### src/rtl/freq_gate_counter.sv
// Gated frequency counter: counts synchronized rising edges of sig_in over a
// fixed window of GATE_CYCLES clocks after a start request.
module freq_gate_counter #(
    parameter int GATE_CYCLES = 50_000_000,
    parameter int CNT_W       = 32,
    parameter int SYNC_STAGES = 2
) (
    input  logic             clk,
    input  logic             rst,
    input  logic             start,
    output logic             busy,
    input  logic             sig_in,
    output logic [CNT_W-1:0] count,
    output logic             overflow,
    output logic             valid
);
    localparam int GW = $clog2(GATE_CYCLES);
    localparam logic [GW-1:0] GATE_LAST = GW'(GATE_CYCLES - 1);

    typedef enum logic [1:0] {IDLE, GATE, DONE} state_t;

    state_t                  state_q, state_d;
    logic [SYNC_STAGES-1:0]  sync_q;
    logic                    sync_prev_q;
    logic                    edge_pulse;
    logic [GW-1:0]           gate_q, gate_d;
    logic [CNT_W-1:0]        acc_q, acc_d;
    logic                    acc_full;
    logic                    ovf_q, ovf_d;
    logic [CNT_W-1:0]        count_q, count_d;
    logic                    overflow_q, overflow_d;
    logic                    valid_q, valid_d;
    logic                    busy_q;

    always_ff @(posedge clk) begin
        if (rst) begin
            sync_q      <= '0;
            sync_prev_q <= 1'b0;
        end else begin
            sync_q      <= {sync_q[SYNC_STAGES-2:0], sig_in};
            sync_prev_q <= sync_q[SYNC_STAGES-1];
        end
    end

    assign edge_pulse = sync_q[SYNC_STAGES-1] & ~sync_prev_q;
    assign acc_full   = &acc_q;

    always_comb begin
        state_d    = state_q;
        gate_d     = gate_q;
        acc_d      = acc_q;
        ovf_d      = ovf_q;
        count_d    = count_q;
        overflow_d = overflow_q;
        valid_d    = 1'b0;
        case (state_q)
            IDLE: begin
                if (start) begin
                    state_d = GATE;
                    gate_d  = GATE_LAST;
                    acc_d   = '0;
                    ovf_d   = 1'b0;
                end
            end
            GATE: begin
                if (edge_pulse) begin
                    if (acc_full) ovf_d = 1'b1;
                    else          acc_d = acc_q + 1'b1;
                end
                // The final gate cycle's pulse is folded in before publishing.
                if (gate_q == '0) begin
                    state_d    = DONE;
                    count_d    = acc_d;
                    overflow_d = ovf_d;
                    valid_d    = 1'b1;
                end else begin
                    gate_d = gate_q - 1'b1;
                end
            end
            DONE:    state_d = IDLE;
            default: state_d = IDLE;
        endcase
    end

    always_ff @(posedge clk) begin
        if (rst) begin
            state_q    <= IDLE;
            gate_q     <= '0;
            acc_q      <= '0;
            ovf_q      <= 1'b0;
            count_q    <= '0;
            overflow_q <= 1'b0;
            valid_q    <= 1'b0;
            busy_q     <= 1'b0;
        end else begin
            state_q    <= state_d;
            gate_q     <= gate_d;
            acc_q      <= acc_d;
            ovf_q      <= ovf_d;
            count_q    <= count_d;
            overflow_q <= overflow_d;
            valid_q    <= valid_d;
            busy_q     <= (state_d != IDLE);
        end
    end

    assign busy     = busy_q;
    assign count    = count_q;
    assign overflow = overflow_q;
    assign valid    = valid_q;
endmodule

### config.mk
export PLATFORM = sky130hd
export DESIGN_NAME = freq_gate_counter
export DESIGN_NICKNAME = d
export VERILOG_FILES = /design/src/rtl/freq_gate_counter.sv
export SDC_FILE = /design/constraint.sdc
export NUM_CORES = 1
export LEC_CHECK = 0
export CAP_MARGIN = 30
export CORE_UTILIZATION = 55
export CTS_BUF_LIST = sky130_fd_sc_hd__clkbuf_16
export DETAILED_ROUTE_END_ITERATION = 7
export HOLD_SLACK_MARGIN = 0.08
export MAX_ROUTING_LAYER = met4
export PLACE_DENSITY = 0.76
export SLEW_MARGIN = 30
export SYNTH_ARGS = -nofsm -noshare
export SYNTH_HDL_FRONTEND = slang
export SYNTH_SLANG_ARGS = --single-unit
### constraint.sdc
create_clock -name clk -period 2.95 [get_ports clk]
set_input_delay 0.4425 -clock clk [delete_from_list [all_inputs] [get_ports clk]]
set_output_delay 0.4425 -clock clk [all_outputs]
set_load 0.02 [all_outputs]
==> results of run 1 <==
==> cell type report <==
type | instances | area, um2
flip-flops and latches | 99 | 1980
clock inverters | 7 | 58.8
fillers | 779 | 3010
clock buffers | 9 | 225
well taps | 108 | 135
repair buffers | 50 | 478
inverters | 9 | 33.8
multi-input cells | 445 | 2760
==> cell usage in the layout (no fill, tap or decap), types with 23 or more instances in the layout <==
| cell type | n |
|---|---|
| nand3_1 | 23 |
| nand2_1 | 32 |
| nor2_1 | 79 |
| xnor2_1 | 24 |
| clkdlybuf4s50_1 | 37 |
| a211oi_1 | 24 |
| nand4_1 | 27 |
| dfxtp_1 | 99 |
| xor2_1 | 27 |
| o21ai_0 | 31 |
| a21oi_1 | 35 |
==> worst max-delay path by stage <==
stage	from	endpoint	slack, ps	cells past startpoint
4_1_cts	gate_q[8]	count[6]	430	7
2_1_floorplan	gate_q[14]	count[21]	740	6
6_report	gate_q[8]	count[6]	350	7
3_5_place_dp	gate_q[8]	count[6]	440	7
3_3_place_gp	start	gate_q[7]	370	5
5_1_grt	acc_q[0]	count[26]	210	7
==> flip-flops by register name (all words and copies together), names as in the netlist <==
name	flops
state_q	2
busy	1
gate_q	26
valid	1
count	32
overflow	1
ovf_q	1
sync_prev_q	1
sync_q	2
acc_q	32
==> per-layer routing <==
metal	vias up	track usage, %
met3	28	2.74
met2	168	42.1
met5	-	-
li1	2190	-
met1	2057	35.0
met4	0	12.0
==> stage by stage <==
stage | area (um2) | setup WS, ps | hold slack (ps) | instances | util (%)
after floorplan | 4910 | 736 | 414 | 588 | -
after detailed placement | 5380 | 438 | 424 | 711 | 62.0
after CTS | 5670 | 435 | 453 | 727 | 65.3
after global routing | 5670 | 209 | 462 | 727 | 65.3
final | 5670 | 346 | 446 | 727 | 65.3
after global placement | 5380 | 372 | 430 | 711 | 62.0
==> cells by family after synthesis <==
kind of cell	Yosys count
buffers and inverters	44
AOI/OAI and AO/OA	136
muxes	3
and+or+nand+nor	252
xor gates and xnor gates	51
adders and majority gates	3
DFF	99
==> power breakdown <==
part           internal, W  switching, W
sequential         0.00137     0.0000389
clock             0.000587      0.000544
combinational    0.0000872      0.000145
total              0.00205      0.000727
==> metrics.yaml, run 1 <==
detailed_routing:
  routed.top_layer: "met4"
  wl_met2_mm: 5.41
  via_per_inst: 6.11
  via_count: 4443
  drt_wl_total_mm: 11.4
  routedWlPerCell_um: 15.7
  ant_nets: 0
  drt_iter0_drc: 278
  drc: 0
  wl_met3_um: 626
  drt_first_pass_iters: 5
  wl_met1_mm: 5.13
worst_setup_path:
  cp_max_fo: 12
  rr_worst_depth: 7
  max_stage_delay_ps: 610
  crit_chain: "or4_1, nor4_1, nor4b_2, buf_4, o21ai_0, a21oi_1, nor3_1"
  reg2reg_to: "count[6]"
  path_buf_inv: 1
  required_ps: 3160
  cp_slowest_cell: "or4_1"
  crit_family: "simple AND/OR/NAND/NOR gates"
  arrival_ps: 2810
  path_class: "flop to flop"
  startpoint_type: "flop"
  crit_path_end_kind: "flop"
  regToRegSetupSlack_ps: 350
  r2r_start: "gate_q[8]"
worst_hold_path:
  hp-class: "flop to flop"
  hold_depth: 1
  min_delay_worst_endpoint: "sync_q[1]"
  hp-start: "sync_q[0]"
yosys:
  yosysMostFrequentCell: "dfxtp_1"
  synth.area.top_cells: "dfxtp_1, nor2_1, xor2_1"
  ys_ff_latch: 99
  synth_compound_gate_area_share_pct: 18.4
  ys_warn_count: 0
  synthCells: 588
  syn_avg_cell_area_um2: 8.36
  synth_cell_types: 49
  synth_top_cell_area_share_pct: 40.3
  synth_largest_area_cell: "dfxtp_1"
  synth.area.mux_share_pct: 0.611
  synth_ff_type: "dfxtp_1"
  synth_xor_area_share_pct: 9.09
  synth_top_family_by_area: "simple AND/OR/NAND/NOR gates"
  synth_edf_count: 0
  synth_area_um2: 4910
  ys_seq_area_share_pct: 40.3
  yosys.area_share.simple_pct: 27.0
  synthTopCellsByCount: "dfxtp_1, nor2_1, a21oi_1"
  synthesis.nets: 595
  synthAdderAreaFrac_pct: 0.764
  synth-async-reset-ratio_pct: 0
timing:
  setup_viol: 0
  slew_violations: 0
  worst_pin_slew_ps: 838
  period_share_pct: 88.3
  slew_headroom_pct: 44.1
  fin_crit_ps: 2600
  skew_ps: 7.21
  rsz0062_at_grt: "no"
  tns_ps: 0
  max_freq_ghz: 0.384
  hold_viol_final: 0
layout:
  syn2layout_area_growth_pct: 15.4
  final_layout_size_suffix_gt1_share_pct: 8.56
  nets: 621
  antenna_cells: 0
clock_tree:
  cts_tree: "built"
  clkTransAtPathRegs_ps: 70
  post-cts-setup-buffers: 0
  cts.sinks: 99
  cts_root_buffer: "clkbuf_16"
  htree_num_levels: 3
  cts_hold_buffers: 0
  cts_resized: 0
  cts_buffer_depth: 2
  numCtsBuffers: 9
  clkLatencyLatePin_ps: 340
global_route:
  grt_first_pass_wirelength_mm: 18.9
  grt_pass1_vias: 3941
  overflow: 0
  antenna_found_initial: 0
  grtUsageTotal_pct: 26.8
  grt_start_max_net_pins: 35
flow_run:
  max-cap-violations: 0
floorplan:
  dieArea_um2: 9320
  core_um2: 8680
  num_io_pins: 39
  initial_core_util_pct: 56.6
  rows: 34
  die_height_um: 96.5
  die_w_um: 96.5
place:
  gp_congestion: 0.965
  dp_hpwl_mm: 7.83
  portBuffers: 38
pwr:
  cellPowerDensity_nw_per_um2: 490
  leakage_nw: 1.79
  finalPower_w: 0.00278
  peakVddDrop_uv: 334
status:
  status: "complete, no violations"
No activity file was read; power rests on OpenSTA's default activity.
==> run 2: changes to the inputs <==
--- a/config.mk
+++ b/config.mk
@@ -7,3 +7,3 @@
 export LEC_CHECK = 0
-export CAP_MARGIN = 30
+export CAP_MARGIN = 15
 export CORE_UTILIZATION = 55
==> constraint.sdc (replaced) <==
create_clock -name clk -period 2.95 [get_ports clk]
set_input_delay 0.59 -clock clk [delete_from_list [all_inputs] [get_ports clk]]
set_output_delay 0.59 -clock clk [all_outputs]
set_load 0.02 [all_outputs]
==> metrics.yaml, run 2 (synthesized netlist as in run 1, its figures left out) <==
status:
  status: "complete, no violations"
worst_setup_path:
  regToRegSetupSlack_ps: 380
  max_stage_delay_ps: 610
  cp_max_fo: 12
  path_buf_inv: 1
  rr_worst_depth: 7
  crit_chain: "or4_1, nor4_1, nor4b_2, buf_4, o21ai_0, a21oi_1, nor3_1"
  crit_family: "simple AND/OR/NAND/NOR gates"
  path_class: "flop to flop"
  crit_path_end_kind: "flop"
  arrival_ps: 2780
  cp_slowest_cell: "or4_1"
  startpoint_type: "flop"
  r2r_start: "gate_q[8]"
  required_ps: 3150
  reg2reg_to: "count[6]"
place:
  place_area_um2: 5380
  pre_cts_ws_ps: 441
  gp_congestion: 0.942
  dp_hpwl_mm: 7.91
  portBuffers: 38
  dp_cells: 712
detailed_routing:
  drt_first_pass_iters: 5
  drt_wl_total_mm: 11.7
  drt_iter0_drc: 340
  routedWlPerCell_um: 16.1
  via_per_inst: 6.21
  via_count: 4518
  drc: 0
  ant_nets: 0
floorplan:
  dieArea_um2: 9320
  initial_core_util_pct: 56.6
  die_w_um: 96.5
  die_height_um: 96.5
  rows: 34
  num_io_pins: 39
  core_um2: 8680
pwr:
  seqPwrFrac_pct: 50.9
  clock_power_share_pct: 40.7
  p_sw_share_pct: 26.3
  combPwrFrac_pct: 8.4
  power.switching_w: 0.000731
  cellPowerDensity_nw_per_um2: 491
  cellInternalPower_w: 0.00205
  peakVddDrop_uv: 380
  leakage_nw: 1.80
clock_tree:
  cts_hold_buffers: 0
  clkLatencyLatePin_ps: 350
  cts_root_buffer: "clkbuf_16"
  numCtsBuffers: 9
  cts_tree: "built"
  clkTransAtPathRegs_ps: 70
  post-cts-setup-buffers: 0
  cts.sinks: 99
  cts_resized: 0
  htree_num_levels: 3
  cts_buffer_depth: 2
global_route:
  antenna_found_initial: 0
  grt_start_max_net_pins: 70
  met3_usage_pct: 4.46
  met1_usage_pct: 34.8
  grt_pass1_vias: 4105
  grtUsageTotal_pct: 27.3
  busiest_layer: "met2"
  grt_first_pass_wirelength_mm: 19.3
  met2_usage_pct: 43.5
  overflow: 0
layout:
  final_common_cell: "dfxtp_1"
  final_cells: 728
  stdcell_area_um2: 5660
  syn2layout_area_growth_pct: 15.3
  fillCellCount: 747
  layout_common_cells: "dfxtp_1, nor2_1, clkdlybuf4s50_1, a21oi_1, nand2_1"
  antenna_cells: 0
  final_layout_size_suffix_gt1_share_pct: 8.39
  finalCoreUtilization_pct: 65.3
  nets: 622
flow_run:
  max-cap-violations: 0
timing:
  skew_ps: 6.88
  max_freq_ghz: 0.388
  hold_viol_final: 0
  period_share_pct: 87.3
  slew_headroom_pct: 47.1
  fin_crit_ps: 2570
  slew_violations: 0
  setup_viol: 0
  worst_slack_ps: 375
  worst_pin_slew_ps: 793
  rsz0062_at_grt: "no"
  tns_ps: 0
worst_hold_path:
  hp-class: "flop to flop"
  hold_depth: 1
  hp-start: "sync_q[0]"
  min_delay_worst_endpoint: "sync_q[1]"
[run 2: metrics by stage]
| step | total power, W | hold slack [ps] |
|---|---|---|
| after floorplan | 0.00161 | 414 |
| after global placement | 0.00166 | 430 |
| after detailed placement | 0.00167 | 442 |
| after CTS | 0.00279 | 457 |
| after global routing | 0.00288 | 470 |
| final | 0.00278 | 453 |
[run 2: how the worst max path moves through the flow]
| stage | cells past startpoint | from | to | slack, ps |
|---|---|---|---|---|
| 2_1_floorplan | 6 | gate_q[14] | count[21] | 740 |
| 3_3_place_gp | 7 | gate_q[8] | count[6] | 460 |
| 3_5_place_dp | 7 | start | gate_q[25] | 440 |
| 4_1_cts | 7 | gate_q[8] | count[6] | 430 |
| 5_1_grt | 7 | gate_q[8] | count[6] | 230 |
| 6_report | 7 | gate_q[8] | count[6] | 380 |
[run 2: final cells by class]
class	count	area (um2)	share of cell area, %
tap	108	135	2.39
inverter	9	33.8	0.596
clock inverter	7	61.3	1.08
timing repair buffer	51	473	8.35
clock buffer	9	225	3.98
sequential	99	1980	35.0
multi-input combinational	445	2750	48.6
[run 2: power groups by stage]
stage | Sequential [W] | Clock (W) | Combinational [W]
after floorplan | 0.00144 | 0 | 0.000174
after global placement | 0.00144 | 0 | 0.000223
after detailed placement | 0.00144 | 0 | 0.000229
after CTS | 0.00141 | 0.00114 | 0.000231
after global routing | 0.00142 | 0.00120 | 0.000259
final | 0.00142 | 0.00113 | 0.000234
[run 2: metal layers]
| layer | vias up | wire, um |
|---|---|---|
| met4 | 0 | 229 |
| met2 | 162 | 5530 |
| met5 | - | 0 |
| li1 | 2196 | - |
| met1 | 2136 | 5330 |
| met3 | 24 | 654 |
==> run 3: changes to the inputs <==
REMOVE_ABC_BUFFERS = 1   (was default)
SLEW_MARGIN = 20   (was 30)
==> metrics.yaml, run 3 (synthesized netlist as in run 1, its figures left out) <==
detailed_routing:
  via_count: 4435
  drt_first_pass_iters: 4
  drt_wl_total_mm: 11.7
  routedWlPerCell_um: 16.1
  ant_nets: 0
  drc: 0
  drt_iter0_drc: 195
  via_per_inst: 6.08
layout:
  nets: 624
  layout_common_cells: "dfxtp_1, nor2_1, clkdlybuf4s50_1, a21oi_1, nand2_1"
  final_layout_size_suffix_gt1_share_pct: 8.52
  final_common_cell: "dfxtp_1"
  finalCoreUtilization_pct: 65.6
  antenna_cells: 0
  stdcell_area_um2: 5690
  syn2layout_area_growth_pct: 15.9
pwr:
  cellPowerDensity_nw_per_um2: 495
  leakage_nw: 1.82
  peakVddDrop_uv: 311
floorplan:
  die_height_um: 96.5
  num_io_pins: 39
  core_um2: 8680
  dieArea_um2: 9320
  die_w_um: 96.5
  initial_core_util_pct: 56.6
  rows: 34
global_route:
  grt_pass1_vias: 4099
  grtUsageTotal_pct: 27.2
  overflow: 0
  antenna_found_initial: 0
  grt_start_max_net_pins: 35
  grt_first_pass_wirelength_mm: 19.4
status:
  status: "complete, no violations"
place:
  place_area_um2: 5400
  gp_congestion: 0.945
  dp_hpwl_mm: 8.22
  portBuffers: 38
timing:
  hold_viol_final: 0
  skew_ps: 8.41
  setup_viol: 0
  rsz0062_at_grt: "no"
  timing.hold.ws_ps: 460
  fin_crit_ps: 2540
  max_freq_ghz: 0.393
  period_share_pct: 86.2
  worst_pin_slew_ps: 852
  tns_ps: 0
  slew_headroom_pct: 43.2
  slew_violations: 0
worst_setup_path:
  rr_worst_depth: 6
  cp_max_fo: 11
  path_class: "flop to flop"
  crit_chain: "nand4_1, or4_4, a211oi_4, a21oi_1, or4b_1, nand2_1"
  required_ps: 3240
  regToRegSetupSlack_ps: 410
  startpoint_type: "flop"
  crit_path_end_kind: "flop"
  max_stage_delay_ps: 630
  arrival_ps: 2830
  r2r_start: "acc_q[6]"
  reg2reg_to: "count[23]"
  cp_slowest_cell: "or4_4"
clock_tree:
  cts_buffer_depth: 2
  cts_root_buffer: "clkbuf_16"
  cts_resized: 0
  cts_tree: "built"
  clkTransAtPathRegs_ps: 70
  htree_num_levels: 3
  cts_hold_buffers: 0
  cts.sinks: 99
  clkLatencyLatePin_ps: 340
  numCtsBuffers: 9
  post-cts-setup-buffers: 0
flow_run:
  max-cap-violations: 0
worst_hold_path:
  min_delay_worst_endpoint: "sync_q[1]"
  hold_depth: 1
  hp-start: "sync_q[0]"
  hp-class: "flop to flop"
[run 3: worst max-delay path: cells and delay by family (launching register included)]
kind,cells,cell delay [ps]
compound gates,2,510
flops,1,520
simple gates,4,1470
[run 3: how the worst max path moves through the flow]
stage	start	endpoint	slack, ps	cells past startpoint
2_1_floorplan	gate_q[8]	count[6]	-1120	6
3_3_place_gp	start	gate_q[25]	510	7
3_5_place_dp	start	gate_q[23]	430	7
4_1_cts	acc_q[6]	count[23]	450	6
5_1_grt	acc_q[0]	count[26]	260	7
6_report	acc_q[6]	count[23]	410	6
[run 3: area by class of cell]
type	count	area (um2)
fillers	761	2980
multi-input cells	445	2750
flip-flops and latches	99	1980
repair buffers	53	500
clock buffers	9	225
well taps	108	135
clock inverters	7	66.3
inverters	9	33.8
[run 3: through the flow]
step	worst slack, ps	total power (W)	instances
3_3_place_gp	508	0.00167	714
6_report	408	0.00282	730
5_1_grt	262	0.00291	730
3_5_place_dp	426	0.00167	714
2_1_floorplan	-1120	0.00159	553
4_1_cts	449	0.00283	730
[run 3: metal layers]
layer	share of wire [%]	vias up	GRT usage (%)
met5	0	-	-
met4	1.1	0	6.86
met3	4.6	16	4.38
met2	48	117	44.7
met1	46	2106	35.0
li1	-	2196	-
[run 3: where the power goes]
part	leakage, nW	total (W)	internal [W]	switching (W)
Clock	0.147	0.00117	0.000657	0.000516
Combinational	0.864	0.000233	0.0000894	0.000144
Sequential	0.804	0.00141	0.00137	0.0000402
Total	1.82	0.00282	0.00212	0.000700
